$ cat src/rtl/insn_prefetch.sv
// Instruction prefetcher: sequential Avalon-MM word fetch into a DEPTH-entry FIFO feeding decode.
// Optional performance counters are enabled with `define INSN_PREFETCH_PERF_EN.
module insn_prefetch #(
    parameter int unsigned DEPTH    = 4,
    parameter logic [31:0] RESET_PC = 32'h0000_0000
) (
    input  logic        clk,
    input  logic        rst_n,
    input  logic        flush,
    input  logic [31:0] flush_target,
    output logic [31:0] avl_insn_address,
    output logic        avl_insn_read,
    input  logic        avl_insn_waitrequest,
    input  logic [31:0] avl_insn_readdata,
    output logic [31:0] insn,
    output logic [31:0] insn_pc,
    output logic        insn_valid,
    input  logic        insn_ready
`ifdef INSN_PREFETCH_PERF_EN
    ,
    output logic [31:0] perf_fetches,
    output logic [31:0] perf_discards
`endif
);

    localparam int unsigned   PW      = $clog2(DEPTH);
    localparam int unsigned   CW      = PW + 1;
    localparam logic [CW-1:0] DEPTH_C = CW'(DEPTH);

    // Bit 0 of the encoding is the bus read request, so the read strobe is a flop output.
    typedef enum logic [1:0] {
        IDLE    = 2'b00,
        FETCH   = 2'b01,
        DISCARD = 2'b11
    } state_t;

    state_t        state, state_next;
    logic [31:0]   fetch_pc, fetch_pc_next, addr_q;
    logic [31:0]   mem_data [DEPTH];
    logic [31:0]   mem_pc   [DEPTH];
    logic [PW-1:0] wr_ptr, rd_ptr;
    logic [CW-1:0] count, count_next;
    logic          completion, push, pop, fetch_keep;

    assign completion = avl_insn_read && !avl_insn_waitrequest;
    assign push       = fetch_keep && completion && !flush;
    assign pop        = insn_valid && insn_ready && !flush;
    assign count_next = flush ? '0 : count + CW'(push) - CW'(pop);

    assign insn_valid       = (count != '0);
    assign insn             = mem_data[rd_ptr];
    assign insn_pc          = mem_pc[rd_ptr];
    assign avl_insn_address = addr_q;

    always_ff @(posedge clk or negedge rst_n) begin
        if (!rst_n) begin
            state <= IDLE;
        end else begin
            state <= state_next;
        end
    end

    always_comb begin
        state_next = state;
        case (state)
            IDLE: begin
                if (flush || (count_next < DEPTH_C)) state_next = FETCH;
            end
            FETCH: begin
                if (flush) begin
                    state_next = completion ? FETCH : DISCARD;
                end else if (completion && !(count_next < DEPTH_C)) begin
                    state_next = IDLE;
                end
            end
            DISCARD: begin
                // The stale read must finish first; fetch_pc already holds the target.
                if (completion) state_next = FETCH;
            end
            default: state_next = IDLE;
        endcase
    end

    always_comb begin
        avl_insn_read = state[0];
        fetch_keep    = (state == FETCH);
    end

    always_comb begin
        fetch_pc_next = fetch_pc;
        if (flush) begin
            fetch_pc_next = flush_target & 32'hFFFF_FFFC;
        end else if (push) begin
            fetch_pc_next = fetch_pc + 32'd4;
        end
    end

    // NOTE: the FIFO storage is reset because insn/insn_pc come straight from the head
    // entry and must read zero out of reset; at this depth the cost is a handful of flops.
    always_ff @(posedge clk or negedge rst_n) begin
        if (!rst_n) begin
            fetch_pc <= RESET_PC;
            addr_q   <= RESET_PC;
            wr_ptr   <= '0;
            rd_ptr   <= '0;
            count    <= '0;
            for (int i = 0; i < int'(DEPTH); i++) begin
                mem_data[i] <= '0;
                mem_pc[i]   <= '0;
            end
        end else begin
            fetch_pc <= fetch_pc_next;
            count    <= count_next;
            // The address of a read being discarded stays on the bus until it completes.
            if (state_next != DISCARD) addr_q <= fetch_pc_next;
            if (flush) begin
                wr_ptr <= '0;
                rd_ptr <= '0;
            end else begin
                if (push) begin
                    mem_data[wr_ptr] <= avl_insn_readdata;
                    mem_pc[wr_ptr]   <= fetch_pc;
                    wr_ptr           <= wr_ptr + PW'(1);
                end
                if (pop) rd_ptr <= rd_ptr + PW'(1);
            end
        end
    end

`ifdef INSN_PREFETCH_PERF_EN
    logic drop;
    assign drop = completion && !push;

    always_ff @(posedge clk or negedge rst_n) begin
        if (!rst_n) begin
            perf_fetches  <= '0;
            perf_discards <= '0;
        end else begin
            if (push && (perf_fetches != 32'hFFFF_FFFF)) perf_fetches <= perf_fetches + 32'd1;
            if (drop && (perf_discards != 32'hFFFF_FFFF)) perf_discards <= perf_discards + 32'd1;
        end
    end
`endif

endmodule

$ cat config.mk
export PLATFORM = sky130hd
export DESIGN_NAME = insn_prefetch
export DESIGN_NICKNAME = d
export VERILOG_FILES = /design/src/rtl/insn_prefetch.sv
export SDC_FILE = /design/constraint.sdc
export NUM_CORES = 1
export LEC_CHECK = 0
export BUFFER_PORTS_ARGS = -buffer_cell sky130_fd_sc_hd__clkbuf_2
export CORE_ASPECT_RATIO = 0.9
export CORE_MARGIN = 2
export CORE_UTILIZATION = 23
export CTS_BUF_LIST = sky130_fd_sc_hd__clkbuf_4
export DETAILED_ROUTE_END_ITERATION = 8
export SYNTH_ARGS = -nofsm -noshare
export SYNTH_HDL_FRONTEND = slang
export SYNTH_SLANG_ARGS = --single-unit
$ cat constraint.sdc
create_clock -name clk -period 5.4 [get_ports clk]
set_clock_uncertainty 0.05 [all_clocks]
set_input_delay 0.54 -clock clk [delete_from_list [all_inputs] [get_ports clk]]
set_output_delay 0.54 -clock clk [all_outputs]
set_load 0.05 [all_outputs]
==> impl_metrics.tcl <==
set metrics [dict create \
    grt_max_degree 127 \
    post_cts_buffers 0 \
    area_delta_synth_final_pct 24.1 \
    synth_most_common_cell "dfrtp_1" \
    reg2reg_from "state[1]" \
    fin_crit_sh_pct 70.6 \
    vdd_drop_max_mv 0.292 \
    drt_iter0_markers 410 \
    port_buffers 164 \
    cts_tree "yes" \
    arrival_ps 3220 \
    rsz0062_at_grt "false" \
    grt_pass1_vias 10300 \
    pwr-share-clk_pct 22.0 \
    ys_seq_area_share_pct 56.8 \
    synth_top_area_share_pct 56.8 \
    routed-wl-met2_um 17100 \
    clk_latency_ps 830 \
    cp-end-kind "primary output" \
    synth_cell_types 37 \
    p_leak_uw 0.00814 \
    grt_antenna_before_repair 3 \
    synth-seq-cells 329 \
    grtUsageTotal_pct 12.1 \
    post-route-drc-count 0 \
    slew_viol_final 0 \
    clock.fmax_mhz 262 \
    required_ps 4810 \
    dieArea_mm2 0.0651 \
    synth_edf_count 0 \
    p_sw_uw 3970 \
    intPower_uw 5890 \
    grt_pass1_wl_um 60200 \
    synth.cell_area_mm2 0.0145 \
    cts_buffers 88 \
    syn-num-nets 1075 \
    finalCriticalPeriod_ps 3810 \
    start_util_pct 23.2 \
    gr-total-overflow 0 \
    fin_nets 1332 \
    fin_tns_setup_ps 0 \
    root_buffer "clkbuf_4" \
    numClockSinks 329 \
    hold_class "input pin to flip-flop" \
    gp_congestion 0.763 \
    power.density_mw_per_mm2 548 \
    dieWidth_um 269 \
    slew_headroom_pct 20.9 \
    synthesis.instances 998 \
    dp_hpwl_um 24400 \
    hold_start "flush" \
    final_util_pct 28.8 \
    path_cells "buf_4 -> mux4_2 -> clkbuf_2" \
    report.final.setup_viol 0 \
    crit_start "rd_ptr[0]" \
    p_seq_share_pct 38.8 \
    p_sw_share_pct 40.3 \
    cp-start-kind "flip-flop" \
    drive_above_1_share_pct 49.5 \
    io-pin-count 167 \
    vias 9449 \
    synthArstFlopShare_pct 100 \
    top_layer "met5" \
    ys_warn_count 0 \
    firstDrtPassIters 5 \
    worstMarginPinSlew_ps 1180 \
    crit_type "flip-flop to primary output" \
    clkTransAtPathRegs_ps 60 \
    yosys-top-cells-count "dfrtp_1 (329), mux2_2 (263), mux4_2 (64)" \
    wl_met3_um 2620 \
    maxCapViolCount 0 \
    synthTopCellsByArea "dfrtp_1 (57%), mux2_2 (20%), mux4_2 (9.9%)" \
    wirelength_met1_um 17600 \
    cts_resized 0 \
    row_count 87 \
    via_per_inst 4.37 \
    hold_viol 0 \
    cpPeakStageDelay_ps 980 \
    p_comb_share_pct 39.2 \
    htreeDepth 3 \
    die_h_um 242 \
    synth-main-ff-cell "dfrtp_1" \
    ctsHoldBuffers 65 \
    synth_top_area_cell "dfrtp_1" \
    slowest_stage "dfrtp_4" \
    routed_wl_um 38600 \
    ant_nets 0 \
    syn_avg_cell_area_um2 14.5 \
    status "finished, final reports clean" \
    clock_path_buffers 3 \
    crit_fanout 34 \
    wire_per_inst_um 17.9 \
    coreArea_mm2 0.0625 \
]
per-stage QoR:
stage / setup WS, ps / instance area, um^2 / hold slack, ps / instances / power (uW)
after floorplan: 2500 / 14500 / 194 / 998 / 6730
after global placement: 1970 / 16300 / 406 / 1945 / 7630
after detailed placement: 1900 / 16300 / 412 / 1945 / 7760
after CTS: 1370 / 18000 / 155 / 2157 / 10000
after global routing: 1300 / 18000 / 236 / 2159 / 10400
final: 1590 / 18000 / 304 / 2160 / 9860
worst max-delay path: cells and delay by family (launching register included):
| family | cells | cell delay, ps |
|---|---|---|
| buffers and inverters | 2 | 780 |
| multiplexers | 1 | 610 |
| flip-flops | 1 | 980 |
state kept, by name (all words and copies together) (netlist names):
register	count
avl_insn_address	32
count	3
fetch_pc	32
mem_data	128
mem_pc	128
rd_ptr	2
state	2
wr_ptr	2
cells in the final DEF, fill, tap and decap left out, drive strengths merged, types with 7 or more instances in the layout:
master / instances
a21oi: 11
a221o: 9
and3: 9
buf: 15
nand2: 60
ha: 7
dfrtp: 329
xor2: 18
nor3: 10
inv: 13
nor2: 30
nor4: 9
nand3: 13
nand4: 13
clkinv: 17
clkbuf: 289
dlygate4sd3: 65
xnor2: 11
o21ai: 26
mux2: 263
mux4: 64
cells by family (layout without fill, tap and decap cells):
kind of cell | after synthesis | count (layout) | synth area share [%]
flops | 329 | 329 | 56.8
xor+xnor | 29 | 29 | 1.75
simple gates | 160 | 160 | 5.47
fa+ha+maj | 8 | 8 | 0.742
buf+inv | 86 | 400 | 2.24
other cells | 0 | 3 | 0
mux | 328 | 328 | 30.4
compound gates | 58 | 58 | 2.56
power by group through the flow:
stage	registers, uW	logic (uW)	clock network (uW)
after floorplan	3770	2960	0
after global placement	3800	3830	0
after detailed placement	3870	3890	0
after CTS	3830	3930	2280
after global routing	3930	4110	2410
final	3820	3870	2170
cell type report:
type / instances / area, um^2
clock buffer: 126 / 946
fill: 6440 / 44500
multi-input combinational: 583 / 5970
timing repair buffer: 243 / 1610
antenna: 3 / 7.51
inverter: 10 / 37.5
clock inverter: 21 / 123
sequential: 329 / 8240
tap: 845 / 1060
per-layer routing:
metal / vias to the layer above / track usage, %
li1: 4218 / -
met1: 4869 / 16.0
met2: 276 / 18.0
met3: 84 / 4.09
met4: 2 / 5.15
met5: - / 0
path summary, 6_finish.rpt:
| path | endpoint | slack [ps] | cells after the start |
|---|---|---|---|
| max | insn[9] | 1590 | 3 |
| min | rd_ptr[1] | 300 | 3 |
| max reg2reg | avl_insn_address[31] | 2100 | 6 |
| min reg2reg | avl_insn_address[0] | 420 | 2 |
| max in group asynchronous | rd_ptr[0] | 3830 | 3 |
| min in group asynchronous | mem_data[115] | 330 | 2 |
(Power assumes the default switching activity.)
